[src/rtl/cnn_pkg.sv]
// Shared types and constants for the CNN feature-map datapath.
package cnn_pkg;

    typedef logic [7:0] pixel_t;

    localparam int BEATS_PER_WINDOW = 4;
    localparam int PIXELS_PER_WORD  = 4;

    typedef logic [$clog2(BEATS_PER_WINDOW)-1:0] beat_t;

    localparam beat_t LAST_BEAT = beat_t'(BEATS_PER_WINDOW - 1);

    typedef enum logic [1:0] {
        IDLE,
        FETCH,
        DRAIN,
        DONE
    } ofm_state_e;

endpackage

[src/rtl/ofm_window_reader_if.sv]
// Window-row stream from the OFM reader to the layer-2 window buffer.
interface ofm_window_reader_if #(
    parameter int KERNEL_COUNT = 2
);
    import cnn_pkg::*;

    logic                                           valid;
    logic                                           ready;
    pixel_t [KERNEL_COUNT-1:0][PIXELS_PER_WORD-1:0] data;
    beat_t                                          beat;
    logic                                           last;

    modport master (output valid, data, beat, last, input ready);
    modport slave  (input valid, data, beat, last, output ready);

endinterface

[src/rtl/ofm_skid_fifo.sv]
// Two-entry FIFO holding returned OFM words together with their row-in-window index.
module ofm_skid_fifo
    import cnn_pkg::*;
#(
    parameter int KERNEL_COUNT = 2
) (
    input  logic                                           clk,
    input  logic                                           rst,
    input  logic                                           push,
    input  pixel_t [KERNEL_COUNT-1:0][PIXELS_PER_WORD-1:0] push_data,
    input  beat_t                                          push_beat,
    input  logic                                           pop,
    output logic                                           pop_valid,
    output pixel_t [KERNEL_COUNT-1:0][PIXELS_PER_WORD-1:0] pop_data,
    output beat_t                                          pop_beat,
    output logic [1:0]                                     count
);

    pixel_t [KERNEL_COUNT-1:0][PIXELS_PER_WORD-1:0] mem_data [2];
    beat_t                                          mem_beat [2];
    logic                                           wr_ptr;
    logic                                           rd_ptr;

    // NOTE: the payload array is not reset; pointers and count define what is visible.
    always_ff @(posedge clk) begin
        if (push) begin
            mem_data[wr_ptr] <= push_data;
            mem_beat[wr_ptr] <= push_beat;
        end
    end

    // NOTE: state registers use non-blocking assignments so every flop samples pre-edge values.
    always_ff @(posedge clk or negedge rst) begin
        if (!rst) begin
            wr_ptr <= 1'b0;
            rd_ptr <= 1'b0;
            count  <= 2'd0;
        end else begin
            if (push) wr_ptr <= ~wr_ptr;
            if (pop)  rd_ptr <= ~rd_ptr;
            count <= count + 2'(push) - 2'(pop);
        end
    end

    // NOTE: defaults first so no path through this block can infer a latch.
    always_comb begin
        pop_valid = (count != 2'd0);
        pop_data  = '0;
        pop_beat  = '0;
        if (pop_valid) begin
            pop_data = mem_data[rd_ptr];
            pop_beat = mem_beat[rd_ptr];
        end
    end

endmodule

[src/rtl/ofm_window_reader.sv]
// Walks the layer-1 OFM store in window order and streams 4-row windows to layer 2,
// hiding the one-cycle store latency and absorbing consumer backpressure.
module ofm_window_reader
    import cnn_pkg::*;
#(
    parameter int KERNEL_COUNT = 2,
    parameter int ROWS         = 43,
    parameter int COLS         = 4,
    parameter int STRIDE       = 1,
    parameter int ADDR_W       = $clog2(ROWS * COLS)
) (
    input  logic                                           clk,
    input  logic                                           rst,
    input  logic                                           start,
    output logic                                           rd_en,
    output logic [ADDR_W-1:0]                              rd_addr,
    input  pixel_t [KERNEL_COUNT-1:0][PIXELS_PER_WORD-1:0] rd_data,
    ofm_window_reader_if.master                            ofm,
    output logic                                           busy,
    output logic                                           done
);

    localparam int ROW_W = (ROWS > 1) ? $clog2(ROWS) : 1;
    localparam int COL_W = (COLS > 1) ? $clog2(COLS) : 1;

    localparam logic [ROW_W-1:0] ROW_LAST = ROW_W'(ROWS - BEATS_PER_WINDOW);
    localparam logic [ROW_W-1:0] ROW_STEP = ROW_W'(STRIDE);
    localparam logic [COL_W-1:0] COL_LAST = COL_W'(COLS - 1);

    ofm_state_e        state_q;
    ofm_state_e        state_d;
    logic [ROW_W-1:0]  row_q;
    logic [COL_W-1:0]  col_q;
    beat_t             beat_q;
    logic              inflight_q;
    beat_t             inflight_beat_q;
    logic [1:0]        fifo_count;
    logic              pop;
    logic              last_issue;
    logic [2:0]        credit_used;

    assign pop         = ofm.valid && ofm.ready;
    assign last_issue  = (row_q == ROW_LAST) && (col_q == COL_LAST) && (beat_q == LAST_BEAT);
    // Words already committed downstream once this cycle's pop is taken into account.
    assign credit_used = 3'(fifo_count) + 3'(inflight_q) - 3'(pop);
    assign rd_addr     = ADDR_W'((int'(row_q) + int'(beat_q)) * COLS + int'(col_q));
    assign ofm.last    = (ofm.beat == LAST_BEAT);

    always_comb begin
        state_d = state_q;
        rd_en   = 1'b0;
        busy    = 1'b0;
        done    = 1'b0;
        unique case (state_q)
            IDLE: begin
                if (start) state_d = FETCH;
            end
            FETCH: begin
                busy  = 1'b1;
                rd_en = (credit_used < 3'd2);
                if (rd_en && last_issue) state_d = DRAIN;
            end
            DRAIN: begin
                busy = 1'b1;
                if (!inflight_q && fifo_count == 2'(pop)) state_d = DONE;
            end
            DONE: begin
                done    = 1'b1;
                state_d = IDLE;
            end
            default: state_d = IDLE;
        endcase
    end

    always_ff @(posedge clk or negedge rst) begin
        if (!rst) begin
            state_q         <= IDLE;
            row_q           <= '0;
            col_q           <= '0;
            beat_q          <= '0;
            inflight_q      <= 1'b0;
            inflight_beat_q <= '0;
        end else begin
            state_q         <= state_d;
            inflight_q      <= rd_en;
            inflight_beat_q <= beat_q;
            if (state_q == IDLE && start) begin
                row_q  <= '0;
                col_q  <= '0;
                beat_q <= '0;
            end else if (rd_en && !last_issue) begin
                beat_q <= beat_q + beat_t'(1);
                if (beat_q == LAST_BEAT) begin
                    if (col_q == COL_LAST) begin
                        col_q <= '0;
                        row_q <= row_q + ROW_STEP;
                    end else begin
                        col_q <= col_q + COL_W'(1);
                    end
                end
            end
        end
    end

    ofm_skid_fifo #(
        .KERNEL_COUNT (KERNEL_COUNT)
    ) u_fifo (
        .clk       (clk),
        .rst       (rst),
        .push      (inflight_q),
        .push_data (rd_data),
        .push_beat (inflight_beat_q),
        .pop       (pop),
        .pop_valid (ofm.valid),
        .pop_data  (ofm.data),
        .pop_beat  (ofm.beat),
        .count     (fifo_count)
    );

endmodule

[src/flat_wrapper.sv]
// flat-port wrapper written by rule: the top's interface ports become plain ports
module ofm_window_reader_flat import cnn_pkg::*;
#(
    parameter int KERNEL_COUNT = 2,
    parameter int ROWS         = 43,
    parameter int COLS         = 4,
    parameter int STRIDE       = 1,
    parameter int ADDR_W       = $clog2(ROWS * COLS)
)
  (clk, rst, start, rd_en, rd_addr, rd_data, busy, done, ofm_valid, ofm_data, ofm_beat, ofm_last, ofm_ready);
  ofm_window_reader_if #(.KERNEL_COUNT(KERNEL_COUNT)) ofm_i ();
  input  logic clk;
  input  logic rst;
  input  logic start;
  output logic rd_en;
  output logic [ADDR_W-1:0] rd_addr;
  input  pixel_t [KERNEL_COUNT-1:0][PIXELS_PER_WORD-1:0] rd_data;
  output logic busy;
  output logic done;
  output wire logic [$bits(ofm_i.valid)-1:0] ofm_valid;
  output wire logic [$bits(ofm_i.data)-1:0] ofm_data;
  output wire logic [$bits(ofm_i.beat)-1:0] ofm_beat;
  output wire logic [$bits(ofm_i.last)-1:0] ofm_last;
  input wire logic [$bits(ofm_i.ready)-1:0] ofm_ready;
  assign ofm_valid = ofm_i.valid;
  assign ofm_data = ofm_i.data;
  assign ofm_beat = ofm_i.beat;
  assign ofm_last = ofm_i.last;
  assign ofm_i.ready = ofm_ready;
  ofm_window_reader #(.KERNEL_COUNT(KERNEL_COUNT), .ROWS(ROWS), .COLS(COLS), .STRIDE(STRIDE), .ADDR_W(ADDR_W)) u_core (.clk(clk), .rst(rst), .start(start), .rd_en(rd_en), .rd_addr(rd_addr), .rd_data(rd_data), .ofm(ofm_i), .busy(busy), .done(done));
endmodule
[config.mk]
export PLATFORM = sky130hd
export DESIGN_NAME = ofm_window_reader_flat
export DESIGN_NICKNAME = d
export VERILOG_FILES = /design/src/rtl/cnn_pkg.sv /design/src/rtl/ofm_window_reader_if.sv /design/src/rtl/ofm_skid_fifo.sv /design/src/rtl/ofm_window_reader.sv /design/src/flat_wrapper.sv
export SDC_FILE = /design/constraint.sdc
export NUM_CORES = 1
export LEC_CHECK = 0
export ABC_AREA = 0
export BUFFER_PORTS_ARGS = -buffer_cell sky130_fd_sc_hd__clkbuf_2
export CORE_UTILIZATION = 42
export DETAILED_ROUTE_END_ITERATION = 16
export HOLD_SLACK_MARGIN = 0.06
export PLACE_DENSITY = 0.73
export SLEW_MARGIN = 25
export SYNTH_ARGS = -nofsm -noshare
export SYNTH_HDL_FRONTEND = slang
export SYNTH_SLANG_ARGS = --single-unit
[constraint.sdc]
create_clock -name clk -period 4.1 [get_ports clk]
set_clock_uncertainty 0.1 [all_clocks]
set_input_delay 0.615 -clock clk [delete_from_list [all_inputs] [get_ports clk]]
set_output_delay 0.615 -clock clk [all_outputs]
set_load 0.005 [all_outputs]
==> metrics.txt, run 1 <==
outcome completed; max-cap violation count 0; post-synth cell types 40; Die Span Y 124 um; # rows 44; Flop pwr share 42.7%; most common cell after layout, fill and taps aside clkbuf_2; pwr dens 710 nW/um^2; Bufs on Longest Clock Path 2; # H-tree levels 4; antenna cells 0; Worst setup EP type output pin; nets 637; multi-input combinational cell area 1630 sq um; Area growth, synth to finish 23.9%; Slew HR 37.5%; Arrival @ worst endpoint 3.08 ns; Hold WS a little under 0.3 ns; gr ovfl total 0; CP Class reg2out; antenna violations before repair 0; final count of negative-setup-slack endpoints 0; Power Internal 3700 uW; Clock Latency Late Sink 0.41 ns; Global Route Usage Sum 15.7%; post-synthesis average cell area 15.3 sq um; drt pass-1 iters 4; DR DRC count 0; post-synthesis sequential area ratio between 70% and 80%; Reg clk slew, reported paths approximately 0.06 ns; Syn. warnings 0; Post-CTS Setup Bufs 0; share of layout cells above drive strength 1 33.3%; worst-margin pin slew 0.937 ns; synthesized flop and latch total 151; first-pass GRT wire length roughly 18 mm; hpwl dp 7.63 mm; port bufs between 100 and 150; post-DR vias/cell 4.99; DR iter-0 viols between 150 and 200; unrepaired setup endpoints after global routing false; final max-slew violation count 0; LEAKAGE between 0.003 and 0.004 uW; via count 3754; critical path launch point type register; TNS Setup 0 ns; mapped cell area 6200 sq um; Mapped Nets 487; Filler Cells Inserted 1259; final period utilization 92.5%; HP Class in2reg; Ports 147; final hold vios 0; Switching Share 32.2%; clock sinks roughly 150; maximum operating frequency 0.264 GHz; dominant synthesized flop cell edfxtp_1; Layout Utilization 53.1%; total CTS buffers 17; total power between 5000 and 6000 uW; CTS tree built; Die W around 120 um; vias in the first global route 3661; area post-placement 7100 sq um; full die area 15300 sq um; crit-path max FO 13; antenna viol nets, final 0; clock group share of total power 26.9%; WL per Instance 15.5 um; Tmin final 3.79 ns; most frequent cells in the layout 146 x clkbuf_2, 132 x edfxtp_1, 70 x nor2_1; Post-synth ARST share 12.6%; WP data required 3.38 ns; Post-Syn Instances 405; Post-synth EDFFs roughly 130; final instance area 7680 sq um; largest net degree at the start of global routing 68; DRT Wirelength approximately 12 mm; Core Area 14500 sq um; Register Area 4440 sq um; Switching Power about 1800 uW; Clock Tree Root clkbuf_16; Combinational Power Share 30.4%; final RePlAce weighted congestion 0.867; Initial Utilization 42.8%; Max IR drop VDD 530 uV
[through the flow]
step | cells | worst slack [ns]
after floorplan | 405 | 0.310
after global placement | 719 | 0.671
after detailed placement | 719 | 0.564
after CTS | 752 | 0.136
after global routing | 752 | 0.174
final | 752 | 0.306
[cell families (layout without fill, tap and decap cells)]
group           Yosys count  in the layout  share of synthesized area (%)
flops                   151            151                           71.6
simple gates            110            110                           8.29
xor+xnor                  7              7                           1.11
compound gates           21             21                           2.18
buf+inv                  33            196                           2.54
fa+ha+maj                14             14                           3.07
mux                      69             69                           11.2
[power groups by stage]
stage	sequential (uW)	clock [uW]	combinational [uW]
after floorplan	2210	0	1110
after global placement	2350	0	1640
after detailed placement	2370	0	1680
after CTS	2340	1490	1690
after global routing	2370	1570	1870
final	2330	1460	1660
[final cells by class]
type / count / area share (%)
Sequential cell: 151 / 57.8
Multi-Input combinational cell: 221 / 21.2
Timing Repair Buffer: 151 / 10.0
Clock buffer: 18 / 5.59
Tap cell: 184 / 3.00
Clock inverter: 14 / 1.73
Inverter: 13 / 0.635
[metal layers]
metal | up-vias | track usage (%) | routed length [um] | part of all wire [%]
met5 | - | 0 | 0 | 0
met4 | 0 | 6.85 | 161 | 1.4
met3 | 17 | 5.30 | 589 | 5.0
met2 | 116 | 26.2 | 5960 | 51
met1 | 1838 | 18.5 | 4980 | 43
li1 | 1783 | - | - | -
[sequential cells by signal, indices dropped and copies added, names as in the netlist]
register and flops:
u_core.u_fifo.mem_data 128, u_core.u_fifo.wr_ptr 1, u_core.state_q 2, u_core.u_fifo.rd_ptr 1, u_core.inflight_beat_q 2, u_core.inflight_q 1, u_core.row_q 6, u_core.u_fifo.count 2
u_core.col_q 2, u_core.beat_q 2, u_core.u_fifo.mem_beat 4
[final timing paths]
kind | start | end | slack [ns] | depth (start not counted)
setup reg to reg | u_core.u_fifo.count[1]$_DFF_PN0_ | u_core.row_q[0]$_DFFE_PN0P_ | 0.84 | 12
max in group asynchronous | rst | u_core.u_fifo.rd_ptr$_DFFE_PN0P_ | 2.94 | 2
setup / recovery | u_core.u_fifo.count[1]$_DFF_PN0_ | rd_en | 0.31 | 12
hold reg to reg | u_core.inflight_beat_q[0]$_DFF_PN0_ | u_core.u_fifo.mem_beat[0][0]$_DFFE_PP_ | 0.36 | 0
hold / removal | rd_data[30] | u_core.u_fifo.mem_data[1][30]$_DFFE_PP_ | 0.29 | 1
min in group asynchronous | rst | u_core.u_fifo.count[0]$_DFF_PN0_ | 0.59 | 2
[what timing repair did]
action / 4_1_cts / 5_1_grt
endpoints found under the setup margin: 0 / 1
endpoints found under the hold margin: 19 / 0
resized for setup: 0 / 1
hold buffers: 1 / 0
[worst max-delay path, stage by stage, from the launching register on]
cell,delay (ns)
dfrtp_1,0.47
nor2_4,0.16
inv_2,0.05
and2_1,0.18
ha_1,0.29
inv_1,0.06
ha_1,0.13
inv_1,0.05
fa_1,0.41
xnor2_2,0.24
nand3_2,0.29
inv_2,0.20
clkbuf_2,0.13
[Yosys cell counts (5+ instances only)]
master	number	area share, %
mux2i_1	68	11
edfxtp_1	132	64
a21oi_1	9	0.73
dfrtp_1	19	7.7
nor2_1	72	4.4
xor2_1	5	0.71
ha_1	12	2.4
nand3_1	6	0.48
inv_1	11	0.67
buf_1	5	0.30
buf_2	9	0.73
nand2_1	7	0.42
Note: power is estimated with default switching activity, not from simulation.
==> inputs of run 2 (changes only) <==
--- a/config.mk
+++ b/config.mk
@@ -10,7 +10,6 @@
 export CORE_UTILIZATION = 42
 export DETAILED_ROUTE_END_ITERATION = 16
 export HOLD_SLACK_MARGIN = 0.06
-export PLACE_DENSITY = 0.73
 export SLEW_MARGIN = 25
 export SYNTH_ARGS = -nofsm -noshare
 export SYNTH_HDL_FRONTEND = slang
==> metrics.txt, run 2 (same netlist as run 1, synthesis figures left out) <==
most frequent cells in the layout 146 x clkbuf_2, 132 x edfxtp_1, 70 x nor2_1; Reg clk slew, reported paths 0.06 ns; GR Util met1 19.6%; antenna viol nets, final 0; DRT Wirelength around 12 mm; CP max-delay cell dfrtp_1; CP Class reg2out; port bufs 146; DR DRC count 0; gr ovfl total 0; share of layout cells above drive strength 1 33.9%; max-cap violation count 0; LEAKAGE 0.00324 uW; Arrival @ worst endpoint slightly above 3 ns; placed cell count 720; final period utilization 91.1%; Filler Cells Inserted between 1000 and 1500; WP data required 3.38 ns; final count of negative-setup-slack endpoints 0; final instance area between 7000 and 8000 sq um; pwr dens 711 nW/um^2; grt peak-use layer met2; critical path launch point type register; largest net degree at the start of global routing 68; Largest register FFs 128; antenna cells 0; crit-path max FO 13; area post-placement roughly 7000 sq um; most common cell after layout, fill and taps aside clkbuf_2; first-pass GRT wire length 17.8 mm; fin cells 751; dpl ws approximately 0.59 ns; Ports 147; Max IR drop VDD 480 uV; antenna violations before repair 0; Core Area 14500 sq um; full die area ~15000 sq um; unrepaired setup endpoints after global routing false; HP Class in2async; WL per Instance 15.9 um; Flop pwr share 42.7%; Reg with most FFs u_core.u_fifo.mem_data; post-DR vias/cell about 5.0; biggest regs u_core.u_fifo.mem_data: 128 flops, u_core.row_q: 6 flops, u_core.u_fifo.mem_beat: 4 flops; CTS tree built; Clock Tree Root clkbuf_16; Clock Latency Late Sink 0.41 ns; DR iter-0 viols 209; worst path cell trace nor2_4 -> inv_2 -> and2_1 -> ha_1 -> inv_1 -> ha_1 -> inv_1 -> fa_1 -> xnor2_2 -> nand3_2 -> inv_2 -> clkbuf_2; outcome completed; Tmin final about 3.7 ns; final hold vios 0; Global Route Usage Sum 15.8%; Initial Utilization between 40 and 50%; Switching Share about 32%; largest delay contributor family on the critical path adder cells; total CTS buffers 17; via count 3743; CP max stage delay 0.47 ns; worst-margin pin slew 0.962 ns; nets 637; maximum operating frequency approximately 0.27 GHz; Slew HR 35.9%; Bufs on Longest Clock Path 2; Worst setup EP type output pin; drt pass-1 iters 4; final max-slew violation count 0; PnR worst setup slack about 0.37 ns; clock sinks between 150 and 200; Die W 124 um; GRT met2 Usage 24.5%; # rows between 40 and 50; Switching Power 1760 uW; Combinational Power Share 30.4%; hpwl dp slightly below 8 mm; CP bufs+invs 5; Area growth, synth to finish 23.8%; GR Layer Usage met3 5.58%; vias in the first global route 3595; clock group share of total power between 20% and 30%; Layout Utilization 53.0%; final RePlAce weighted congestion roughly 0.77; # H-tree levels 4; TNS Setup 0 ns; Power Internal 3700 uW; Post-CTS Setup Bufs 0; Die Span Y about 120 um
[run 2: cell types whose count changed in the layout (fill, tap and decap cells not counted)]
cell           change
clkinv_2           +2
buf_4              +1
dlygate4sd3_1      -1
clkinv_1           -2
clkbuf_1           -1
[run 2: what timing repair did]
item,4_1_cts,5_1_grt
endpoints found under the setup margin,0,1
hold buffers,0,0
resized for setup,0,1
endpoints found under the hold margin,0,0
[run 2: worst paths after layout]
path / from / to / slack (ns) / cells past startpoint
max: u_core.u_fifo.count[1]$_DFF_PN0_ / rd_en / 0.37 / 12
min: rst / u_core.col_q[1]$_DFFE_PN0P_ / 0.06 / 1
max reg2reg: u_core.u_fifo.count[1]$_DFF_PN0_ / u_core.row_q[5]$_DFFE_PN0P_ / 0.89 / 12
min reg2reg: u_core.inflight_beat_q[1]$_DFF_PN0_ / u_core.u_fifo.mem_beat[1][1]$_DFFE_PP_ / 0.35 / 0
max in group asynchronous: rst / u_core.u_fifo.rd_ptr$_DFFE_PN0P_ / 3.45 / 1
min in group clk: rd_data[5] / u_core.u_fifo.mem_data[0][5]$_DFFE_PP_ / 0.29 / 1
[run 2: final cells by class]
type | instances | area [sq um] | area share (%)
clock buffers | 17 | 425 | 5.54
flip-flops and latches | 151 | 4440 | 57.9
inverters | 13 | 48.8 | 0.636
multi-input cells | 221 | 1630 | 21.2
clock inverters | 14 | 135 | 1.76
repair buffers | 151 | 768 | 10.0
well taps | 184 | 230 | 3.00
[run 2: worst reg2reg max path: cells and delay by family, from the launching register on]
kind                       cells  cell delay (ns)
and+or+nand+nor                4             1.20
adders and majority gates      3             0.83
DFF                            1             0.47
xor gates and xnor gates       1             0.23
AOI/OAI and AO/OA              1             0.16
buffers and inverters          3             0.15
[run 2: metal layers]
| layer | vias to the layer above | part of all wire (%) |
|---|---|---|
| met3 | 19 | 6.2 |
| met1 | 1827 | 44 |
| li1 | 1786 | - |
| met4 | 0 | 2.1 |
| met5 | - | 0 |
| met2 | 111 | 48 |
[run 2: metrics by stage]
| stage | hold WS, ns | power, uW |
|---|---|---|
| after floorplan | 0.219 | 3320 |
| after global placement | 0.329 | 4020 |
| after detailed placement | 0.339 | 4060 |
| after CTS | 0.0602 | 5540 |
| after global routing | 0.0731 | 5820 |
| final | 0.0625 | 5460 |
[run 2: power groups by stage]
stage | clock network [uW] | registers, uW | logic, uW
floorplan | 0 | 2210 | 1110
global placement | 0 | 2360 | 1670
detailed placement | 0 | 2370 | 1690
CTS | 1500 | 2340 | 1700
global route | 1560 | 2370 | 1880
finish | 1470 | 2330 | 1660
==> inputs of run 3 (changes only) <==
--- a/config.mk
+++ b/config.mk
@@ -5,8 +5,9 @@
 export SDC_FILE = /design/constraint.sdc
 export NUM_CORES = 1
 export LEC_CHECK = 0
-export ABC_AREA = 0
+export ABC_AREA = 1
 export BUFFER_PORTS_ARGS = -buffer_cell sky130_fd_sc_hd__clkbuf_2
+export CAP_MARGIN = 20
 export CORE_UTILIZATION = 42
 export DETAILED_ROUTE_END_ITERATION = 16
 export HOLD_SLACK_MARGIN = 0.06
==> metrics.txt, run 3 <==
post-synth cell types 29; CP Class reg2out; CTS resizes 0; LEAKAGE 0.00322 uW; WL per Instance 15.3 um; Worst setup EP type output pin; Largest register FFs between 100 and 150; post-synthesis average cell area between 10 and 15 sq um; unrepaired setup endpoints after global routing false; hold path cells 1; Global Route Usage Sum 18.0%; Slew HR ~40%; Initial Utilization 43.9%; worst r2r src u_core.u_fifo.count[1]$_DFF_PN0_; placed cell count roughly 810; Reg clk slew, reported paths 0.06 ns; worst hold endpoint u_core.u_fifo.mem_data[1][19]$_DFFE_PP_; full die area 15200 sq um; Bufs on Longest Clock Path 2; drt pass-1 iters 4; Synth area leaders edfxtp_1 64%, nand2_1 9.7%, dfrtp_1 7.7%; dominant synthesized flop cell edfxtp_1; worst-margin pin slew ~0.9 ns; largest net degree at the start of global routing 69; post-DR vias/cell 4.92; Filler Cells Inserted between 1000 and 1500; Post-CTS Hold Buffers 1; gr ovfl total 0; max-cap violation count 0; biggest regs u_core.u_fifo.mem_data: 128 flops, u_core.row_q: 6 flops, u_core.u_fifo.mem_beat: 4 flops; Post-Syn Instances about 500; most frequent cells in the layout 160 x nand2_1, 146 x clkbuf_2, 132 x edfxtp_1; Post-CTS Setup Bufs 0; Ports 147; HP Class in2reg; CP max-delay cell fa_1; Reg with most FFs u_core.u_fifo.mem_data; post-synthesis sequential area ratio 71.8%; Clock Tree Root clkbuf_16; crit-path max FO 6; # H-tree levels 4; Register Area 4440 sq um; reg2reg path depth 12; mapped cell area between 6000 and 7000 sq um; via count about 4200; antenna violations before repair 0; DRT Wirelength 12.9 mm; multi-input combinational cell area 1530 sq um; most frequent cell after synthesis nand2_1; final period utilization between 80% and 90%; first-pass GRT wire length 20.1 mm; share of layout cells above drive strength 1 29.8%; Syn. warnings 0; maximum operating frequency 0.303 GHz; pwr dens 726 nW/um^2; Post-synth EDFFs 132; Worst R2R End u_core.row_q[0]$_DFFE_PN0P_; critical path launch point type register; beginning of the worst hold path rd_data[19]; Post-synth ARST share 12.6%; Arrival @ worst endpoint ~2.6 ns; Area growth, synth to finish 23.9%; worst path cell trace nor2_4 -> nor2_1 -> ha_1 -> inv_1 -> ha_1 -> inv_1 -> fa_1 -> nand3_2 -> nor2_4 -> clkbuf_2; largest area contributor in the netlist edfxtp_1; Max IR drop VDD 384 uV; Core Area 14100 sq um; CP max stage delay roughly 0.52 ns; outcome completed; Die Span Y 123 um; hpwl dp 8.00 mm; fin cells 845; synth cell count leaders 160 x nand2_1, 132 x edfxtp_1, 65 x a21oi_1; Mapped Nets around 590; CP bufs+invs 3; total CTS buffers 17; final max-slew violation count 0; DR iter-0 viols 230; largest delay contributor family on the critical path adder cells; DR DRC count 0; port bufs 146; antenna cells 0; Yosys top cell area share ~64%; TNS Setup 0 ns; Clock Latency Late Sink 0.42 ns; Die W about 120 um; reg-to-reg slack, setup between 1 and 1.5 ns; final count of negative-setup-slack endpoints 0; WP data required around 3.4 ns; nets between 700 and 800; # rows 43; vias in the first global route 3992; antenna viol nets, final 0; final RePlAce weighted congestion 0.764; CTS tree built; synthesized flop and latch total about 150; most common cell after layout, fill and taps aside nand2_1; clock sinks 151; Tmin final 3.30 ns; final hold vios 0
## run 3: cell count changes in the layout (fill, tap and decap cells not counted), moves of 4 or more
cell,delta
nand2_1,+153
inv_1,+13
nand3_1,+15
o31ai_1,-4
mux2i_1,-67
a21oi_1,+56
nor2_1,-59
## run 3: cell families (layout without fill, tap and decap cells)
logic type | Yosys count | count (layout) | synth area share (%)
AO/OA/AOI/OAI | 67 | 67 | 5.48
XOR/XNOR | 10 | 10 | 1.42
adder cells (fa/ha/maj) | 14 | 14 | 3.08
buffers and inverters | 55 | 213 | 3.74
flip-flops | 151 | 151 | 71.8
multiplexers | 1 | 1 | 0.162
AND/OR/NAND/NOR | 209 | 209 | 14.3
## run 3: metrics by stage
stage               instance area (sq um)  utilization, %  worst slack [ns]  power [uW]  hold slack [ns]
finish                               7660            54.3             0.798        5560            0.285
global route                         7660            54.3             0.629        5970            0.261
CTS                                  7660            54.3             0.754        5650            0.267
detailed placement                   7080            50.2             0.986        4130            0.330
global placement                     7080            50.2              1.05        4080            0.322
floorplan                            6180               -             0.314        3310            0.219
## run 3: worst register-to-register path, cell delays in order (launching register included)
cell     delay, ns
dfrtp_1       0.46
nor2_4        0.06
nor2_1        0.16
ha_1          0.26
inv_1         0.05
ha_1          0.14
inv_1         0.05
fa_1          0.52
nand3_2       0.13
nor2_4        0.19
nand4_2       0.21
nand3_1       0.14
nand2_1       0.07
## run 3: layer usage
| layer | part of all wire (%) | vias up | routed length [um] | track usage [%] |
|---|---|---|---|---|
| met3 | 6.0 | 14 | 776 | 5.12 |
| li1 | - | 2030 | - | - |
| met5 | 0 | - | 0 | 0 |
| met4 | 1.2 | 0 | 158 | 7.38 |
| met2 | 49 | 125 | 6310 | 29.2 |
| met1 | 44 | 1991 | 5690 | 22.8 |
## run 3: worst max path at each step
stage	slack, ns	startpoint	end	cells past startpoint
after global routing	0.63	u_core.u_fifo.count[1]$_DFF_PN0_	rd_en	10
after CTS	0.75	u_core.u_fifo.count[1]$_DFF_PN0_	rd_en	10
after floorplan	0.31	u_core.inflight_q$_DFF_PN0_	u_core.u_fifo.mem_beat[0][0]$_DFFE_PP_	2
after global placement	1.05	ofm_ready	rd_en	11
after detailed placement	0.99	ofm_ready	rd_en	11
final	0.80	u_core.u_fifo.count[1]$_DFF_PN0_	rd_en	10
## run 3: power breakdown
part / internal [uW] / switching (uW) / total (uW)
clock: 940 / 563 / 1500
sequential: 2040 / 125 / 2160
combinational: 680 / 1220 / 1890
## run 3: area by class of cell
type / instances / area share, %
Clock buffer: 19 / 5.65
Clock inverter: 11 / 1.75
Inverter: 30 / 1.49
Multi-Input combinational cell: 301 / 20.0
Sequential cell: 151 / 58.0
Tap cell: 180 / 2.94
Timing Repair Buffer: 153 / 10.3
